===== config.mk =====
export PLATFORM = sky130hd
export DESIGN_NAME = hyperbus_trx_arbiter_flat
export DESIGN_NICKNAME = d
export VERILOG_FILES = /design/src/rtl/hyperbus_pkg.sv /design/src/rtl/hyperbus_trx_arbiter_if.sv /design/src/rtl/hyperbus_rr_pick.sv /design/src/rtl/hyperbus_trx_arbiter.sv /design/src/flat_wrapper.sv
export SDC_FILE = /design/constraint.sdc
export NUM_CORES = 1
export LEC_CHECK = 0
export CORE_ASPECT_RATIO = 2
export CORE_MARGIN = 4
export CORE_UTILIZATION = 40
export CTS_CLUSTER_DIAMETER = 120
export DETAILED_ROUTE_END_ITERATION = 10
export GPL_TIMING_DRIVEN = 0
export PLACE_DENSITY = 0.62
export SLEW_MARGIN = 30
export SYNTH_ARGS = -nofsm -noshare
export SYNTH_HDL_FRONTEND = slang
export SYNTH_HIERARCHICAL = 1
export SYNTH_SLANG_ARGS = --single-unit

===== constraint.sdc =====
create_clock -name clk_i -period 7.4 [get_ports clk_i]
set_clock_uncertainty 0.15 [all_clocks]
set_input_delay 1.48 -clock clk_i [delete_from_list [all_inputs] [get_ports clk_i]]
set_output_delay 1.48 -clock clk_i [all_outputs]
set_load 0.02 [all_outputs]

===== src/rtl/hyperbus_pkg.sv =====
// Shared HyperBus types: latched transaction, arbiter FSM state, chip decode.
package hyperbus_pkg;

  localparam int unsigned HyperAddrWidth = 32;
  localparam int unsigned HyperLenWidth  = 16;

  typedef struct packed {
    logic                      write;
    logic [HyperAddrWidth-1:0] addr;
    logic [HyperLenWidth-1:0]  len;
  } hyper_trx_t;

  typedef enum logic [1:0] {
    ST_IDLE,
    ST_ISSUE,
    ST_WAIT_DONE,
    ST_GAP
  } arb_state_e;

  // Chip index of a word address: everything above the in-chip word bits.
  function automatic logic [63:0] chip_index(input logic [63:0] word_addr,
                                             input int unsigned log2_words);
    return word_addr >> log2_words;
  endfunction

endpackage


===== src/rtl/hyperbus_trx_arbiter_if.sv =====
// Requester and PHY-channel signals of the transaction arbiter.
// master: front-ends plus PHY (environment); slave: the arbiter itself.
interface hyperbus_trx_arbiter_if #(
  parameter int unsigned NumReq        = 2,
  parameter int unsigned NumChips      = 2,
  parameter int unsigned AddrWidth     = 32,
  parameter int unsigned LenWidth      = 16,
  parameter int unsigned ChipWordsLog2 = 22
);
  logic [NumReq-1:0]                req_valid_i;
  logic [NumReq-1:0]                req_ready_o;
  logic [NumReq-1:0]                req_write_i;
  logic [NumReq-1:0][AddrWidth-1:0] req_addr_i;
  logic [NumReq-1:0][LenWidth-1:0]  req_len_i;
  logic [NumReq-1:0]                req_done_o;
  logic                             req_err_o;
  logic                             phy_valid_o;
  logic                             phy_ready_i;
  logic                             phy_write_o;
  logic [ChipWordsLog2-1:0]         phy_addr_o;
  logic [LenWidth-1:0]              phy_len_o;
  logic [NumChips-1:0]              phy_cs_o;
  logic                             phy_done_i;
  logic                             busy_o;

  modport master (
    output req_valid_i, req_write_i, req_addr_i, req_len_i, phy_ready_i, phy_done_i,
    input  req_ready_o, req_done_o, req_err_o, phy_valid_o, phy_write_o,
           phy_addr_o, phy_len_o, phy_cs_o, busy_o
  );

  modport slave (
    input  req_valid_i, req_write_i, req_addr_i, req_len_i, phy_ready_i, phy_done_i,
    output req_ready_o, req_done_o, req_err_o, phy_valid_o, phy_write_o,
           phy_addr_o, phy_len_o, phy_cs_o, busy_o
  );
endinterface


===== src/rtl/hyperbus_rr_pick.sv =====
// Combinational round-robin picker: first valid index at or after ptr.
module hyperbus_rr_pick #(
  parameter int unsigned NumReq = 2,
  parameter int unsigned IdxW   = 1
) (
  input  logic [NumReq-1:0] valid,
  input  logic [IdxW-1:0]   ptr,
  output logic [NumReq-1:0] grant,
  output logic [IdxW-1:0]   idx
);

  logic        found;
  int unsigned pos;

  // Scan NumReq positions starting at ptr, wrapping; first valid wins.
  always_comb begin
    grant = '0;
    idx   = '0;
    found = 1'b0;
    pos   = 0;
    for (int unsigned i = 0; i < NumReq; i++) begin
      pos = (32'(ptr) + i) % NumReq;
      if (!found && valid[pos]) begin
        found      = 1'b1;
        grant[pos] = 1'b1;
        idx        = IdxW'(pos);
      end
    end
  end

endmodule


===== src/rtl/hyperbus_trx_arbiter.sv =====
// Shares the HyperBus PHY transaction channel between requesters:
// round-robin per request, chip-select decode, MaxBurst/chip-boundary chunking.
module hyperbus_trx_arbiter
  import hyperbus_pkg::*;
#(
  parameter int unsigned NumReq        = 2,
  parameter int unsigned NumChips      = 2,
  parameter int unsigned AddrWidth     = 32,
  parameter int unsigned LenWidth      = 16,
  parameter int unsigned MaxBurst      = 256,
  parameter int unsigned ChipWordsLog2 = 22
) (
  input  logic                  clk_i,
  input  logic                  rst_i,
  hyperbus_trx_arbiter_if.slave bus
);

  localparam int unsigned IdxW  = (NumReq > 1) ? $clog2(NumReq) : 1;
  // Wide enough for both the remaining length and the full-chip room term.
  localparam int unsigned CalcW = ((LenWidth > ChipWordsLog2) ? LenWidth : ChipWordsLog2) + 1;

  arb_state_e        state_q, state_d;
  hyper_trx_t        trx_q, trx_d;      // addr = current address, len = remaining words
  logic [IdxW-1:0]   rr_ptr_q, rr_ptr_d;
  logic [IdxW-1:0]   gnt_idx_q, gnt_idx_d;
  logic [NumReq-1:0] done_q, done_d;
  logic              err_q, err_d;

  logic [NumReq-1:0] pick_gnt;
  logic [IdxW-1:0]   pick_idx;
  logic [NumReq-1:0] ready;
  logic [CalcW-1:0]  chip_room, chunk;
  logic [AddrWidth-1:0]      next_addr;
  logic [HyperLenWidth-1:0]  next_rem;
  logic [63:0]       cur_chip;
  logic              issue;

  hyperbus_rr_pick #(
    .NumReq (NumReq),
    .IdxW   (IdxW)
  ) u_pick (
    .valid (bus.req_valid_i),
    .ptr   (rr_ptr_q),
    .grant (pick_gnt),
    .idx   (pick_idx)
  );

  assign ready     = (state_q == ST_IDLE && !rst_i) ? pick_gnt : '0;
  assign chip_room = (CalcW'(1) << ChipWordsLog2) - CalcW'(trx_q.addr[ChipWordsLog2-1:0]);
  assign next_addr = AddrWidth'(trx_q.addr) + AddrWidth'(chunk);
  assign next_rem  = trx_q.len - HyperLenWidth'(chunk);
  assign cur_chip  = chip_index(64'(trx_q.addr), ChipWordsLog2);
  assign issue     = (state_q == ST_ISSUE);

  // Chunk = min(remaining, MaxBurst, words left in the current chip).
  always_comb begin
    chunk = CalcW'(trx_q.len);
    if (chunk > CalcW'(MaxBurst)) chunk = CalcW'(MaxBurst);
    if (chunk > chip_room)        chunk = chip_room;
  end

  // Next-state logic: arbitration, validity check, chunk bookkeeping.
  always_comb begin
    state_d   = state_q;
    trx_d     = trx_q;
    rr_ptr_d  = rr_ptr_q;
    gnt_idx_d = gnt_idx_q;
    done_d    = '0;
    err_d     = 1'b0;
    unique case (state_q)
      ST_IDLE: begin
        if (|ready) begin
          gnt_idx_d   = pick_idx;
          rr_ptr_d    = (pick_idx == IdxW'(NumReq - 1)) ? '0 : pick_idx + 1'b1;
          trx_d.write = bus.req_write_i[pick_idx];
          trx_d.addr  = HyperAddrWidth'(bus.req_addr_i[pick_idx]);
          trx_d.len   = HyperLenWidth'(bus.req_len_i[pick_idx]);
          if (bus.req_len_i[pick_idx] == '0 ||
              chip_index(64'(bus.req_addr_i[pick_idx]), ChipWordsLog2) >= 64'(NumChips)) begin
            done_d[pick_idx] = 1'b1;
            err_d            = 1'b1;
          end else begin
            state_d = ST_ISSUE;
          end
        end
      end
      ST_ISSUE: begin
        if (bus.phy_ready_i) state_d = ST_WAIT_DONE;
      end
      ST_WAIT_DONE: begin
        if (bus.phy_done_i) begin
          trx_d.len  = next_rem;
          trx_d.addr = HyperAddrWidth'(next_addr);
          if (next_rem == '0) begin
            state_d           = ST_IDLE;
            done_d[gnt_idx_q] = 1'b1;
          end else if (chip_index(64'(next_addr), ChipWordsLog2) >= 64'(NumChips)) begin
            // Ran off the last chip: drop the rest and report an error.
            state_d           = ST_IDLE;
            done_d[gnt_idx_q] = 1'b1;
            err_d             = 1'b1;
          end else begin
            state_d = ST_GAP;
          end
        end
      end
      ST_GAP:  state_d = ST_ISSUE;
      default: state_d = ST_IDLE;
    endcase
  end

  // State and registered completion pulses, synchronous active-high reset.
  always_ff @(posedge clk_i) begin
    if (rst_i) begin
      state_q   <= ST_IDLE;
      trx_q     <= '0;
      rr_ptr_q  <= '0;
      gnt_idx_q <= '0;
      done_q    <= '0;
      err_q     <= 1'b0;
    end else begin
      state_q   <= state_d;
      trx_q     <= trx_d;
      rr_ptr_q  <= rr_ptr_d;
      gnt_idx_q <= gnt_idx_d;
      done_q    <= done_d;
      err_q     <= err_d;
    end
  end

  assign bus.req_ready_o = ready;
  assign bus.req_done_o  = done_q;
  assign bus.req_err_o   = err_q;
  assign bus.phy_valid_o = issue;
  assign bus.phy_write_o = issue & trx_q.write;
  assign bus.phy_addr_o  = issue ? trx_q.addr[ChipWordsLog2-1:0] : '0;
  assign bus.phy_len_o   = issue ? LenWidth'(chunk) : '0;
  assign bus.phy_cs_o    = issue ? (NumChips'(1) << cur_chip) : '0;
  assign bus.busy_o      = (state_q != ST_IDLE);

endmodule


===== src/flat_wrapper.sv =====
// flat-port wrapper written by rule: the top's interface ports become plain ports
module hyperbus_trx_arbiter_flat import hyperbus_pkg::*;
#(
  parameter int unsigned NumReq        = 2,
  parameter int unsigned NumChips      = 2,
  parameter int unsigned AddrWidth     = 32,
  parameter int unsigned LenWidth      = 16,
  parameter int unsigned MaxBurst      = 256,
  parameter int unsigned ChipWordsLog2 = 22
)
  (clk_i, rst_i, bus_req_valid_i, bus_req_write_i, bus_req_addr_i, bus_req_len_i, bus_phy_ready_i, bus_phy_done_i, bus_req_ready_o, bus_req_done_o, bus_req_err_o, bus_phy_valid_o, bus_phy_write_o, bus_phy_addr_o, bus_phy_len_o, bus_phy_cs_o, bus_busy_o);
  hyperbus_trx_arbiter_if #(.NumReq(NumReq), .NumChips(NumChips), .AddrWidth(AddrWidth), .LenWidth(LenWidth), .ChipWordsLog2(ChipWordsLog2)) bus_i ();
  input  logic clk_i;
  input  logic rst_i;
  input wire logic [$bits(bus_i.req_valid_i)-1:0] bus_req_valid_i;
  input wire logic [$bits(bus_i.req_write_i)-1:0] bus_req_write_i;
  input wire logic [$bits(bus_i.req_addr_i)-1:0] bus_req_addr_i;
  input wire logic [$bits(bus_i.req_len_i)-1:0] bus_req_len_i;
  input wire logic [$bits(bus_i.phy_ready_i)-1:0] bus_phy_ready_i;
  input wire logic [$bits(bus_i.phy_done_i)-1:0] bus_phy_done_i;
  output wire logic [$bits(bus_i.req_ready_o)-1:0] bus_req_ready_o;
  output wire logic [$bits(bus_i.req_done_o)-1:0] bus_req_done_o;
  output wire logic [$bits(bus_i.req_err_o)-1:0] bus_req_err_o;
  output wire logic [$bits(bus_i.phy_valid_o)-1:0] bus_phy_valid_o;
  output wire logic [$bits(bus_i.phy_write_o)-1:0] bus_phy_write_o;
  output wire logic [$bits(bus_i.phy_addr_o)-1:0] bus_phy_addr_o;
  output wire logic [$bits(bus_i.phy_len_o)-1:0] bus_phy_len_o;
  output wire logic [$bits(bus_i.phy_cs_o)-1:0] bus_phy_cs_o;
  output wire logic [$bits(bus_i.busy_o)-1:0] bus_busy_o;
  assign bus_i.req_valid_i = bus_req_valid_i;
  assign bus_i.req_write_i = bus_req_write_i;
  assign bus_i.req_addr_i = bus_req_addr_i;
  assign bus_i.req_len_i = bus_req_len_i;
  assign bus_i.phy_ready_i = bus_phy_ready_i;
  assign bus_i.phy_done_i = bus_phy_done_i;
  assign bus_req_ready_o = bus_i.req_ready_o;
  assign bus_req_done_o = bus_i.req_done_o;
  assign bus_req_err_o = bus_i.req_err_o;
  assign bus_phy_valid_o = bus_i.phy_valid_o;
  assign bus_phy_write_o = bus_i.phy_write_o;
  assign bus_phy_addr_o = bus_i.phy_addr_o;
  assign bus_phy_len_o = bus_i.phy_len_o;
  assign bus_phy_cs_o = bus_i.phy_cs_o;
  assign bus_busy_o = bus_i.busy_o;
  hyperbus_trx_arbiter #(.NumReq(NumReq), .NumChips(NumChips), .AddrWidth(AddrWidth), .LenWidth(LenWidth), .MaxBurst(MaxBurst), .ChipWordsLog2(ChipWordsLog2)) u_core (.clk_i(clk_i), .rst_i(rst_i), .bus(bus_i));
endmodule

==> summary.txt <==
Die
  • Site row count: 66
  • Initial Utilization: between 40 and 50%
  • Die area: around 19000 um^2
  • I/O pin count: about 150
  • Core footprint: ~16000 um^2
  • Die X: 98.7 um
  • Die height: 189 um

Synth
  • Seq/Total Area, Yosys: between 10% and 20%
  • Dominant cell type by area after synthesis: dfxtp_1
  • Syn avg cell area: 7.30 um^2
  • Post-synth top cells: nand2_1, nor2_1, a21oi_1
  • Cell with the most instances after synthesis: nand2_1
  • Number of synthesized flops with an enable pin: 0
  • Top cell type's share of synthesized area: between 15 and 20%
  • Unique masters post-synth: just over 70
  • Synthesized flop and latch total: between 50 and 60
  • Main synth FF type: dfxtp_1
  • Post-Synthesis Cell Area: 6580 um^2
  • Ys async rst share: 0%
  • Synthesized instance count: ~900
  • Synth top area cells: dfxtp_1, ha_1, mux2i_1
  • Yosys synthesis warning count: 6

Global route
  • Met3 Resource Use GR: roughly 1.8%
  • M1 GR Usage: 29.1%
  • Global route overflow: 0
  • Met2 GRT Util: 53.5%
  • Vias in the first global route: between 7000 and 8000
  • GR peak layer: met2
  • First-pass GRT wire length: between 40000 and 50000 um
  • Antenna violations before repair: 0
  • Largest net degree at the start of global routing: 16
  • Total track usage: between 20% and 30%

Power and ir drop
  • Pwr Density: 152 nW/um^2
  • Pwr Total: 0.00132 W
  • Worst IR drop on VDD: about 0.089 mV
  • Leakage: 3.49 nW

Setup path
  • Worst r2r path cells: 26
  • Critical Path Sink Type: flip-flop
  • Worst R2R Start: u_core/trx_q[17]
  • Top cell by count, worst path: ha_1
  • WS Path Type: reg -> reg
  • R2R Setup Slk: 0.31 ns
  • Crit-path max cell delay: 0.51 ns
  • CP Data Required Time: 7.42 ns
  • Max FO, Critical Path: 10
  • WP data arrival: 7.11 ns
  • Worst r2r dst: u_core/bus.req_done_o[0]
  • CP Launch Type: flip-flop
  • Critical-path top delay cell: or4_1

Cells and area
  • ANT cells: 0
  • Fillers: around 1700
  • Layout Utilization: 53.6%
  • NumNets Final: between 1000 and 1500
  • Layout area overhead: 31.8%
  • Fin cells: ~1300
  • Layout cells sized above 1: 6.15%

Timing
  • Period utilization: ~96%
  • Setup violations, final: 0
  • Max Slew Vio Count: 0
  • Worst Tran Pin Value: 0.769 ns
  • Final hold viol count: 0
  • Slew margin rel.: 48.7%
  • Final critical-path setup slack: ~0.31 ns
  • RSZ-0062 raised after global routing: false
  • Fmax: 141 MHz
  • Post-layout min period: ~7.1 ns

Clock tree
  • H-Tree Depth: 2
  • Later-pin clock latency in the skew report: approximately 0.30 ns
  • Clk root buf: clkbuf_16
  • Clk sinks: 56
  • Num CTS Buffers: 5
  • Clk pin slew, worst setup/hold paths: 0.08 ns
  • Clock buffer depth: 2
  • Hold_buf cts: 0
  • CTS tree: done

Run
  • Max cap viols: 0

Detailed routing
  • TritonRoute pass-1 iters: 5
  • Remaining DRCs: 0
  • Starting DRT DRC Count: 491
  • Vias per inst: between 5 and 6
  • Final WL: between 20000 and 30000 um
  • Wire length per cell: between 20 and 25 um
  • Total number of vias: approximately 7600
  • Routed Antenna Nets: 0

Hold path
  • Worst Hold Launch: u_core/gnt_idx_q
  • Cells on Worst Hold Path: 2
  • Hold/Removal Path Class: reg -> reg
  • WHS Endpoint: u_core/gnt_idx_q

Status
  • Status: finished clean

Place
  • Setup WS pre-CTS: -0.794 ns
  • DP HPWL: roughly 22000 um
  • Routability cong.: between 1 and 1.5
  • Placed Cells: around 1300
  • I/O Buffers: roughly 150
-- worst max path at each step --
stage,start,endpoint,slack (ns),depth (start not counted)
final,u_core/trx_q[17],u_core/bus.req_done_o[0],0.31,26
after floorplan,u_core/trx_q[17],u_core/bus.req_done_o[0],0.86,27
after CTS,u_core/trx_q[17],u_core/bus.req_done_o[0],0.006,26
after detailed placement,u_core/trx_q[17],u_core/bus.req_done_o[0],-0.79,27
after global routing,u_core/trx_q[17],u_core/bus.req_done_o[0],0.01,28
after global placement,u_core/trx_q[17],u_core/bus.req_done_o[0],-0.81,27
-- cell families (layout without fill, tap and decap cells) --
| family | Yosys count | after routing | share of synthesized area [%] |
|---|---|---|---|
| flops | 56 | 56 | 17.0 |
| other cells | 1 | 9 | 0.0570 |
| simple gates | 351 | 351 | 27.4 |
| buf+inv | 94 | 258 | 5.52 |
| compound gates | 247 | 247 | 24.9 |
| fa+ha+maj | 55 | 55 | 10.7 |
| xor+xnor | 42 | 42 | 5.82 |
| mux | 55 | 55 | 8.62 |
-- flip-flops by register name (all words and copies together), names as in the netlist --
| signal | cells |
|---|---|
| u_core/rr_ptr_q | 1 |
| u_core/gnt_idx_q | 1 |
| u_core/bus.req_done_o | 2 |
| u_core/cur_chip | 10 |
| u_core/trx_q | 39 |
| u_core/state_q | 2 |
| u_core/bus.req_err_o | 1 |
-- through the flow --
stage | hold slack (ns) | setup TNS [ns] | instance area (um^2)
4_1_cts | 0.350 | 0 | 8580
2_1_floorplan | 0.299 | 0 | 6610
5_1_grt | 0.365 | 0 | 8670
6_report | 0.350 | 0 | 8670
3_3_place_gp | 0.331 | -4.60 | 8380
3_5_place_dp | 0.331 | -4.51 | 8380
-- cell usage in the layout (no fill, tap or decap), types with 6 or more instances in the layout --
| cell | count |
|---|---|
| and3_1 | 7 |
| or2_2 | 6 |
| mux2i_1 | 37 |
| nor4_1 | 11 |
| nor3_1 | 16 |
| or3_1 | 11 |
| mux2_2 | 13 |
| a211oi_1 | 24 |
| nor2b_1 | 9 |
| o211ai_1 | 15 |
| a21oi_1 | 71 |
| nor2_1 | 85 |
| nor3b_1 | 6 |
| xnor2_1 | 21 |
| clkdlybuf4s50_1 | 151 |
| nand2b_1 | 8 |
| nand4_1 | 10 |
| a21o_1 | 13 |
| o21ai_0 | 34 |
| inv_1 | 42 |
| o21bai_1 | 6 |
| o22ai_1 | 7 |
| a31oi_1 | 9 |
| and2_1 | 44 |
| dfxtp_1 | 56 |
| xor2_1 | 20 |
| a22oi_1 | 8 |
| nand2_1 | 88 |
| conb_1 | 9 |
| clkbuf_1 | 45 |
| o21a_1 | 7 |
| nand3_1 | 17 |
| ha_1 | 53 |
-- critical path: cells and delay by family (launching register included) --
family	cells	cell delay [ns]
multiplexers	2	0.77
buffers and inverters	2	0.38
flip-flops	1	0.41
AND/OR/NAND/NOR	9	2.25
adder cells (fa/ha/maj)	3	0.87
XOR/XNOR	1	0.13
AO/OA/AOI/OAI	9	1.94
-- where the power goes --
| group | leakage (nW) | switching [W] | internal (W) |
|---|---|---|---|
| Sequential | 0.460 | 0.0000397 | 0.000329 |
| Combinational | 2.96 | 0.000395 | 0.000300 |
| Clock | 0.0712 | 0.000121 | 0.000136 |
| Total | 3.49 | 0.000556 | 0.000765 |
-- layout make-up --
class / instances / area [um^2] / share of cell area (%)
well taps: 204 / 255 / 2.94
inverters: 42 / 158 / 1.82
multi-input cells: 759 / 5230 / 60.3
clock buffers: 8 / 146 / 1.69
plain buffers: 52 / 209 / 2.41
flip-flops and latches: 56 / 1120 / 12.9
repair buffers: 156 / 1550 / 17.9
-- per-layer routing --
| layer | share of wire (%) | up-vias | routed length [um] |
|---|---|---|---|
| li1 | - | 3616 | - |
| met3 | 4.7 | 101 | 1280 |
| met1 | 35 | 3567 | 9420 |
| met4 | 7.6 | 0 | 2080 |
| met2 | 53 | 326 | 14500 |
| met5 | 0 | - | 0 |
-- what timing repair did --
item / in CTS / in global routing
pin swaps: 1 / 3
setup endpoints to repair: 10 / 7
resized for setup: 15 / 11
buffers inserted: 0 / 5
No activity file was read; power rests on OpenSTA's default activity.
